`config.mk`:
```
export PLATFORM = sky130hd
export DESIGN_NAME = dds_cmd_engine
export DESIGN_NICKNAME = d
export VERILOG_FILES = /design/src/rtl/dds_cmd_engine.sv
export SDC_FILE = /design/constraint.sdc
export NUM_CORES = 1
export LEC_CHECK = 0
export ABC_AREA = 1
export BUFFER_PORTS_ARGS = -buffer_cell sky130_fd_sc_hd__buf_2
export CELL_PAD_IN_SITES_DETAIL_PLACEMENT = 0
export CELL_PAD_IN_SITES_GLOBAL_PLACEMENT = 1
export CORE_MARGIN = 2
export CORE_UTILIZATION = 41
export DETAILED_ROUTE_END_ITERATION = 8
export MAX_ROUTING_LAYER = met4
export PLACE_DENSITY_LB_ADDON = 0.1
export SLEW_MARGIN = 5
export SYNTH_ARGS = -nofsm -noshare
export SYNTH_HDL_FRONTEND = slang
export SYNTH_SLANG_ARGS = --single-unit
```
`constraint.sdc`:
```
create_clock -name clk -period 6.1 [get_ports clk]
set_input_delay 0.61 -clock clk [delete_from_list [all_inputs] [get_ports clk]]
set_output_delay 0.61 -clock clk [all_outputs]
set_load 0.02 [all_outputs]
```
`src/rtl/dds_cmd_engine.sv`:
```
// Command-driven DDS engine: decodes SPI command words into double-buffered
// tuning/phase/waveform registers, runs the phase accumulator and drives the DAC.
module dds_cmd_engine #(
  parameter int DAC_W = 12,
  parameter int ACC_W = 32
) (
  input  logic             clk,
  input  logic             reset,
  input  logic             cmd_valid,
  input  logic [31:0]      cmd_data,
  output logic             cmd_ack,
  input  logic             rsp_free,
  output logic             rsp_wr_en,
  output logic [23:0]      rsp_data,
  output logic [DAC_W-1:0] dac_data,
  output logic             dac_valid,
  output logic             sync_pulse
);

  localparam logic [7:0] OP_FTW_LO = 8'h10;
  localparam logic [7:0] OP_FTW_HI = 8'h11;
  localparam logic [7:0] OP_PHASE  = 8'h12;
  localparam logic [7:0] OP_CTRL   = 8'h13;
  localparam logic [7:0] OP_APPLY  = 8'h14;
  localparam logic [7:0] OP_RD_FTW = 8'h15;
  localparam logic [7:0] OP_RD_ST  = 8'h16;

  localparam logic [1:0] W_SAW = 2'd0;
  localparam logic [1:0] W_TRI = 2'd1;
  localparam logic [1:0] W_SQR = 2'd2;

  typedef enum logic [1:0] {IDLE, DECODE, RESP} state_t;

  state_t state, state_nx;

  logic             valid_q, valid_q2, pend;
  logic             valid_rise, take;
  logic [31:0]      cmd_q;
  logic [7:0]       op;
  logic [23:0]      p;
  logic             is_rd, apply_clr;

  logic [ACC_W-1:0] shadow_ftw, active_ftw;
  logic [15:0]      shadow_pow, active_pow;
  logic [1:0]       shadow_wave, active_wave;
  logic             shadow_en, active_en;
  logic             pending;

  logic [ACC_W-1:0] acc;
  logic [ACC_W:0]   acc_sum;
  logic [15:0]      phase, tri_base;
  logic [DAC_W-1:0] sample;

  // Command acceptance: edge of the registered cmd_valid, remembered one-deep
  // while busy so a word arriving during DECODE/RESP is taken on return to IDLE.
  assign valid_rise = valid_q & ~valid_q2;
  assign take       = valid_rise | pend;
  assign op         = cmd_q[7:0];
  assign p          = cmd_q[31:8];
  assign is_rd      = (op == OP_RD_FTW) || (op == OP_RD_ST);
  assign apply_clr  = (state == DECODE) && (op == OP_APPLY) && p[0];
  assign pending    = {shadow_ftw, shadow_pow, shadow_wave, shadow_en} !=
                      {active_ftw, active_pow, active_wave, active_en};

  always_ff @(posedge clk or posedge reset) begin
    if (reset) begin
      state    <= IDLE;
      valid_q  <= 1'b0;
      valid_q2 <= 1'b0;
      pend     <= 1'b0;
      cmd_q    <= '0;
    end else begin
      state    <= state_nx;
      valid_q  <= cmd_valid;
      valid_q2 <= valid_q;
      if (cmd_ack)         pend <= 1'b0;
      else if (valid_rise) pend <= 1'b1;
      if (cmd_ack) cmd_q <= cmd_data;
    end
  end

  always_comb begin
    state_nx  = state;
    cmd_ack   = 1'b0;
    rsp_wr_en = 1'b0;
    case (state)
      IDLE: if (take) begin
        cmd_ack  = 1'b1;
        state_nx = DECODE;
      end
      DECODE: state_nx = is_rd ? RESP : IDLE;
      RESP: if (rsp_free) begin
        rsp_wr_en = 1'b1;
        state_nx  = IDLE;
      end
      default: state_nx = IDLE;
    endcase
  end

  always_ff @(posedge clk or posedge reset) begin
    if (reset) begin
      shadow_ftw  <= '0;
      shadow_pow  <= '0;
      shadow_wave <= W_SAW;
      shadow_en   <= 1'b0;
      active_ftw  <= '0;
      active_pow  <= '0;
      active_wave <= W_SAW;
      active_en   <= 1'b0;
      rsp_data    <= '0;
    end else if (state == DECODE) begin
      case (op)
        OP_FTW_LO: shadow_ftw[23:0]  <= p;
        OP_FTW_HI: shadow_ftw[31:24] <= p[7:0];
        OP_PHASE:  shadow_pow        <= p[15:0];
        OP_CTRL: begin
          shadow_wave <= p[1:0];
          shadow_en   <= p[8];
        end
        OP_APPLY: begin
          active_ftw  <= shadow_ftw;
          active_pow  <= shadow_pow;
          active_wave <= shadow_wave;
          active_en   <= shadow_en;
        end
        OP_RD_FTW: rsp_data <= active_ftw[23:0];
        OP_RD_ST:  rsp_data <= {active_ftw[31:24], 8'h00, 4'h0,
                                pending, active_en, active_wave};
        default: ;
      endcase
    end
  end

  // Sample generation; tri_base shifts left so the TRI slice stays in range at DAC_W=16.
  assign acc_sum  = {1'b0, acc} + {1'b0, active_ftw};
  assign phase    = acc[ACC_W-1 -: 16] + active_pow;
  assign tri_base = {phase[14:0], 1'b0};

  always_comb begin
    sample = '0;
    case (active_wave)
      W_SAW:   sample = phase[15 -: DAC_W];
      W_TRI:   sample = phase[15] ? ~tri_base[15 -: DAC_W] : tri_base[15 -: DAC_W];
      W_SQR:   sample = phase[15] ? '1 : '0;
      default: sample = active_pow[15 -: DAC_W];
    endcase
  end

  always_ff @(posedge clk or posedge reset) begin
    if (reset) begin
      acc        <= '0;
      sync_pulse <= 1'b0;
      dac_data   <= '0;
      dac_valid  <= 1'b0;
    end else begin
      if (apply_clr) begin
        acc        <= '0;
        sync_pulse <= 1'b0;
      end else if (active_en) begin
        acc        <= acc_sum[ACC_W-1:0];
        sync_pulse <= acc_sum[ACC_W];
      end else begin
        sync_pulse <= 1'b0;
      end
      dac_data  <= sample;
      dac_valid <= active_en;
    end
  end

endmodule

```
==> results of run 1 <==
cells by family after synthesis:
family / count (synthesis) / share of synthesized area
buffers and inverters: 195 / 0.06687
adders and majority gates: 47 / 0.05126
DFF: 209 / 0.4501
and+or+nand+nor: 784 / 0.2764
AOI/OAI and AO/OA: 248 / 0.1151
muxes: 8 / 0.007754
xor gates and xnor gates: 43 / 0.03241
critical path: stages, from the launching register on:
cell and delay, ns:
dfrtp_1 0.36, inv_1 0.10, nor2_1 0.85, nand2_1 0.55
inv_1 0.44, nand3_1 0.13, nor2_1 0.11, nand2_1 0.06
nand2_1 0.06, nand2_1 0.05
stage by stage:
stage                     cells  utilization  total power [uW]  hold slack, ns
after global placement     1950       0.4423              2071          0.4538
after detailed placement   1950       0.4423              2081          0.4592
after global routing       1994       0.4710              3700          0.1553
after floorplan            1534            -              1912          0.3539
after CTS                  1994       0.4710              3579          0.1526
final                      1994       0.4710              3524          0.1784
flip-flops by register name, indices dropped and copies added (netlist names):
register / count
acc: 32
rsp_data: 24
state: 2
active_ftw: 32
active_en: 1
valid_q: 1
shadow_en: 1
shadow_ftw: 32
sync_pulse: 1
valid_q2: 1
dac_data: 12
pend: 1
dac_valid: 1
active_pow: 16
shadow_pow: 16
cmd_q: 32
active_wave: 2
shadow_wave: 2
per-layer routing:
| layer | part of all wire | up-vias | wire length (um) | GRT usage |
|---|---|---|---|---|
| met5 | 0 | - | 0 | - |
| met2 | 0.46 | 201 | 15820 | 0.3864 |
| met3 | 0.042 | 49 | 1457 | 0.03182 |
| li1 | - | 5087 | - | - |
| met1 | 0.47 | 4692 | 16330 | 0.3409 |
| met4 | 0.028 | 0 | 974 | 0.06065 |
cell type report:
cell class              instances  area, sq um  area share
clock buffers                  33        675.6     0.05149
clock inverters                11        125.1    0.009536
inverters                     151        570.5     0.04348
multi-input cells            1130         5619      0.4282
flip-flops and latches        209         5230      0.3986
well taps                     378        473.0     0.03604
repair buffers                 82        427.9     0.03261
report_power, final:
group          switching [uW]  internal, uW
Combinational             261           155
Clock                     614           866
Sequential                115          1510
Total                     990          2530
placed cells by master, fill, tap and decap left out, types with 24 or more instances in the layout:
cell type,n
o21ai_0,140
clkbuf_16,25
buf_2,75
a21oi_1,54
ha_1,46
xnor2_1,24
inv_1,147
nand3_1,73
nor2_1,91
dfrtp_1,209
nand2_1,560
path summary, 6_finish.rpt:
| check | from | to | slack, ns | cells past startpoint |
|---|---|---|---|---|
| worst max-delay path | cmd_q[1]$_DFFE_PP0P_ | rsp_data[3]$_DFFE_PP0P_ | 3.29 | 9 |
| worst min-delay path | cmd_valid | valid_q$_DFF_PP0_ | 0.18 | 1 |
| worst max register to register | cmd_q[1]$_DFFE_PP0P_ | rsp_data[3]$_DFFE_PP0P_ | 3.29 | 9 |
| worst min register to register | valid_q$_DFF_PP0_ | valid_q2$_DFF_PP0_ | 0.46 | 0 |
| max in group asynchronous | reset | cmd_q[9]$_DFFE_PP0P_ | 4.49 | 3 |
| min in group asynchronous | reset | shadow_ftw[30]$_DFFE_PP0P_ | 0.24 | 2 |
==> results by group, run 1 <==
Job
  – Number of max-cap violations: 0

Global routing
  – GRT Residual Overflow: 0
  – Vias in the first global route: roughly 9500
  – Largest net degree at the start of global routing: 70
  – First-pass GRT wire length: between 50000 and 60000 um
  – Initial antenna violation count: 0
  – GRT Total Usage: 0.2467

Cells and area
  – Area grow syn2layout: 12.93%
  – Post-route cell area: 13120 sq um
  – Filler cell count: around 2800
  – Final nets: approximately 1700
  – Layout cells sized above 1: 0.09097
  – N_diodes: 0

Clocking
  – CTS Hold Buffers Added: 0
  – Num CTS Buffers: 25
  – Max Buffers Root-to-Sink: 3
  – Post-cts sizing count: 0
  – TritonCTS Sinks: roughly 210
  – CTS root buf: clkbuf_16
  – Post-CTS Setup Bufs: 0
  – Clock slew seen by the registers of the worst setup and hold paths: 0.06 ns
  – Worst skew pair latency: between 0.5 and 0.6 ns
  – TritonCTS clock tree: done
  – H-tree depth: 1

Logic synthesis
  – Seq/Total Area, Yosys: 0.4501
  – EDFF count, synth: 0
  – Count leader, synth: nand2_1
  – Top-area cell type share of the netlist area: 0.4501
  – Mapped Avg Cell Area: roughly 7.6 sq um
  – Netlist cell types: about 40
  – Synth Flop Type: dfrtp_1
  – Leading cell types by total area after synthesis: dfrtp_1 (45%), nand2_1 (18%), o21ai_0 (6.0%), ha_1 (5.0%), inv_1 (4.8%)
  – Netlist Area Pre-Place: ~12000 sq um
  – List of most frequent post-synthesis cells: nand2_1 (560), dfrtp_1 (209), inv_1 (148)
  – Yosys reg bits: approximately 210
  – Post-Syn Nets: 1617
  – Largest area contributor in the netlist: dfrtp_1
  – Synthesis Warnings: 0
  – Cell count after synthesis: ~1500
  – Asr flop ratio synth: 1.000

Placement
  – DP HPWL: ~26000 um
  – Worst slack at placement: roughly 3.3 ns
  – Placer Congestion: 0.9129
  – Port Buffers: 75
  – DP Area: roughly 12000 sq um

Worst setup path
  – Kind of critical path: reg -> reg
  – WP data arrival: between 3 and 4 ns
  – Crit end category: register
  – CP Max Fanout: 14
  – Worst setup SP type: register
  – Worst path required time: between 6 and 7 ns

Detailed routing
  – Via-to-Cell Ratio: between 5 and 6
  – Initial DRC count: slightly above 700
  – Final ANT Viol Nets: 0
  – Drt pass-1 iters: 5
  – Drt total wl: between 30000 and 40000 um
  – Via count: between 10000 and 15000
  – Routed len/inst: approximately 17 um
  – DRC viols: 0

Floorplan
  – Die Span Y: roughly 170 um
  – Core Region: 27860 sq um
  – Die area: 29700 sq um
  – Initial Util: 0.4171
  – Die width: roughly 170 um
  – Rows: just over 60
  – I/O pins: between 70 and 80

Timing
  – Final Hold Viols: 0
  – Fin crit period: about 2.8 ns
  – Max transition margin: 0.2429
  – Slew Limit Fails: 0
  – Worst Skew: around 0.013 ns
  – Max Freq: 356.0 MHz
  – Tcrit/Tclk final: 0.4605
  – Worst slew pin tran: about 1.1 ns
  – RSZ-0062 raised after global routing: false
  – Worst path setup slack after routing: 3.291 ns
  – Fin Setup TNS: 0 ns
  – # setup viols final: 0

Power and ir drop
  – Power Density: around 270 nW/um^2
  – LEAKAGE: between 0.006 and 0.007 uW
  – VDD IR max: 0.0002419 V

Min path
  – Worst min path class: in -> reg

Outcome
  – Outcome: finished clean
(Power assumes the default switching activity.)
==> run 2: changes to the inputs <==
- ABC_AREA: 1 -> 0
- CORE_UTILIZATION: 41 -> 43
- clock period: 6.1 -> 2.4 ns (I/O delays scaled with it)
==> run 2 against run 1 <==
Against the previous run:
- the run now ends with negative setup slack left
- area after synthesis decreased by 5.2%
- largest cell class unchanged
- global-route usage grew 1.3 points
- critical path type unchanged
- via count fell by 9.6%
- critical endpoint is now dac_data[9]$_DFF_PP0_
- die area down 9.4%
- cell count is 14% lower
==> results by group, run 2 <==
Outcome
  – Outcome: finished, violations left
  – Violations in the final reports: negative setup slack

Logic synthesis
  – List of most frequent post-synthesis cells: nand2_1 (248), dfrtp_1 (209), mux2_2 (82)
  – Asr flop ratio synth: 1.000 (unchanged)
  – Netlist Area Pre-Place: 11020 sq um (-5.2%)
  – Leading cell types by total area after synthesis: dfrtp_1 (47%), nand2_1 (8.4%), mux2_2 (8.4%), ha_1 (5.2%), xor2_1 (4.0%)
  – Count leader, synth: nand2_1
  – Seq/Total Area, Yosys: 0.4747 (+0.02459)
  – Largest area contributor in the netlist: dfrtp_1
  – Mapped Avg Cell Area: 10.13 sq um (+34%)
  – EDFF count, synth: 0 (unchanged)
  – Synthesis Warnings: 0 (unchanged)
  – Netlist cell types: 64 (+56%)
  – Synth Flop Type: dfrtp_1
  – Cell count after synthesis: 1088 (-29%)
  – Top-area cell type share of the netlist area: 0.4747 (+0.02459)
  – Yosys reg bits: 209 (unchanged)
  – Post-Syn Nets: 1171 (-28%)

Floorplan
  – Core Region: 25180 sq um (-9.6%)
  – Initial Util: 0.4375 (+0.02043)
  – Die Span Y: 164.1 um (-4.8%)
  – Die width: 164.1 um (-4.8%)
  – Die area: 26920 sq um (-9.4%)
  – I/O pins: 76 (unchanged)
  – Rows: 58 (-4.9%)

Clocking
  – Max Buffers Root-to-Sink: 3 (unchanged)
  – Clock slew seen by the registers of the worst setup and hold paths: 0.06 ns (about the same)
  – CTS root buf: clkbuf_16
  – H-tree depth: 1 (unchanged)
  – Worst skew pair latency: 0.54 ns (about the same)
  – TritonCTS clock tree: done
  – Num CTS Buffers: 24 (-4.0%)
  – TritonCTS Sinks: 209 (unchanged)

Power and ir drop
  – VDD IR max: 0.0007488 V (+210%)
  – LEAKAGE: 0.007809 uW (+12%)
  – Power Density: 608.6 nW/um^2 (+130%)

Global routing
  – GRT Total Usage: 0.2593 (+0.01267)
  – GRT Residual Overflow: 0 (unchanged)
  – Initial antenna violation count: 0 (unchanged)
  – Largest net degree at the start of global routing: 50 (-29%)
  – First-pass GRT wire length: 51530 um (-4.8%)
  – Vias in the first global route: 8903 (-6.2%)

Worst setup path
  – Worst path required time: 2.84 ns (-3.69 ns)
  – WP data arrival: 3.10 ns (-0.14 ns)
  – Top delay family on crit path: compound AO/OA/AOI/OAI gates
  – Crit end category: register
  – Reg2Reg Depth: 11 (+2)
  – Kind of critical path: reg -> reg
  – Slowest cell on the critical path: dfrtp_1
  – CP Max Fanout: 3 (-11)
  – CP Cell Sequence: ha_1, a21oi_2, a21oi_2, o21ai_1, nand2b_1, a221oi_4, buf_6, buf_6, xnor3_1, and2_1, o22ai_1
  – Largest stage delay, worst path: 0.40 ns (-0.45 ns)
  – Worst setup SP type: register
  – Sum of buffers and inverters on the critical path: 2 (unchanged)
  – CP Depth: 11 (+2)

Timing
  – Worst hold slack: 0.3401 ns (+0.1616 ns)
  – Worst Skew: 0.01602 ns (+0.002690 ns)
  – # setup viols final: 28 (+28)
  – Worst path setup slack after routing: -0.2551 ns (-3.546 ns)
  – Worst slew pin tran: 0.8052 ns (-0.3292 ns)
  – Max transition margin: 0.4606 (+0.2176)
  – Fin crit period: 2.655 ns (-0.1539 ns)
  – RSZ-0062 raised after global routing: true
  – Final Hold Viols: 0 (unchanged)
  – Tcrit/Tclk final: 1.106 (+0.6458)
  – Slew Limit Fails: 0 (unchanged)
  – Max Freq: 376.6 MHz (+5.8%)

Placement
  – Port Buffers: 75 (unchanged)
  – Placer Congestion: 0.8843 (-3.1%)
  – DP HPWL: 24890 um (-5.4%)
  – Worst slack at placement: -0.3184 ns (-3.610 ns)

Detailed routing
  – Routed len/inst: 19.44 um (+12%)
  – Via count: 9070 (-9.6%)
  – Initial DRC count: 657 (-8.6%)
  – Final ANT Viol Nets: 0 (unchanged)
  – DRC viols: 0 (unchanged)
  – Via-to-Cell Ratio: 5.282 (+5.0%)
  – Drt pass-1 iters: 5 (unchanged)
  – Drt total wl: 33370 um (-3.5%)

Cells and area
  – Area grow syn2layout: 37.64%
  – N_diodes: 0 (unchanged)
  – Commonest non-fill, non-tap cells in the layout: nand2_1 (245), dfrtp_1 (206), buf_4 (163)
  – Filler cell count: 2126 (-25%)
  – Final nets: 1452 (-14%)
  – Layout cells sized above 1: 0.3490 (+0.2580)
  – Commonest non-fill, non-tap cell in the layout: nand2_1
  – Fin util: 0.6022 (+0.1311)

Min path
  – Hold depth: 2 (+1)
  – Worst min path class: in -> reg

Job
  – Number of max-cap violations: 0 (unchanged)
==> run 2: cell types whose count changed in the layout (fill, tap and decap cells not counted), sizes merged, moves of 32 or more <==
cell         delta
mux2           +74
xor2           +32
buf           +179
o21ai          -76
nand3          -66
dlygate4sd3    +35
inv           -131
nor2           -54
nand2         -320
==> run 2: per-layer routing <==
metal,routed length [um],global-route usage,part of all wire,vias to the layer above
li1,-,-,-,4361
met1,16140,0.3782,0.48,4470
met2,15280,0.3937,0.46,195
met3,1276,0.02955,0.038,44
met4,682,0.05024,0.020,0
met5,0,-,0,-
==> run 2: cell families (layout without fill, tap and decap cells) <==
group | count (synthesis) | after routing | synth area share
AND/OR/NAND/NOR | 357 | 357 | 0.1365
AO/OA/AOI/OAI | 214 | 214 | 0.1215
flip-flops | 209 | 209 | 0.4747
XOR/XNOR | 103 | 103 | 0.08893
multiplexers | 97 | 97 | 0.1031
buffers and inverters | 61 | 360 | 0.02112
adder cells (fa/ha/maj) | 47 | 47 | 0.05406
==> run 2: path summary, 6_finish.rpt <==
| kind | from | end | slack (ns) |
|---|---|---|---|
| max in group asynchronous | reset | pend$_DFFE_PP0P_ | 1.25 |
| worst min-delay path | cmd_valid | valid_q$_DFF_PP0_ | 0.34 |
| min in group asynchronous | reset | active_ftw[10]$_DFFE_PP0P_ | 0.40 |
| worst max register to register | active_pow[2]$_DFFE_PP0P_ | dac_data[9]$_DFF_PP0_ | -0.26 |
| worst max-delay path | active_pow[2]$_DFFE_PP0P_ | dac_data[9]$_DFF_PP0_ | -0.26 |
| worst min register to register | valid_q$_DFF_PP0_ | valid_q2$_DFF_PP0_ | 0.39 |
==> run 2: area by class of cell <==
cell class / count / area, sq um / share of cell area
repair buffers: 296 / 2305 / 0.1520
clock buffers: 35 / 721.9 / 0.04761
well taps: 330 / 412.9 / 0.02723
flip-flops and latches: 209 / 5234 / 0.3452
inverters: 20 / 78.83 / 0.005198
clock inverters: 9 / 195.2 / 0.01287
multi-input cells: 818 / 6216 / 0.4099
==> run 2: per-stage QoR <==
stage	instance area, sq um	std cells	power, uW	setup TNS, ns
final	15160	1717	9229	-3.359
after global routing	15160	1717	9559	-6.786
after CTS	14810	1711	9313	-3.457
after detailed placement	13270	1627	5083	-4.036
after global placement	13270	1627	5062	-3.594
after floorplan	11190	1088	4648	-117.57
==> run 2: worst register-to-register path, delay by kind of cell, from the launching register on <==
kind                       cells  cell delay (ns)
AOI/OAI and AO/OA              5             0.91
xor gates and xnor gates       1             0.36
and+or+nand+nor                2             0.29
adders and majority gates      1             0.34
DFF                            1             0.40
buffers and inverters          2             0.27
==> run 2: repair_timing <==
item,in CTS,in global routing
resized for setup,50,66
buffers inserted,6,10
setup endpoints to repair,28,55
pin swaps,29,37
endpoints found under the hold margin,59,0
hold buffers,35,0
==> run 2: power breakdown <==
group	switching, uW	internal [uW]	leakage [uW]	total, uW
logic	436	512	0.00453	947
clock network	1540	2630	0.000451	4170
registers	306	3800	0.00283	4110
total	2280	6950	0.00781	9230
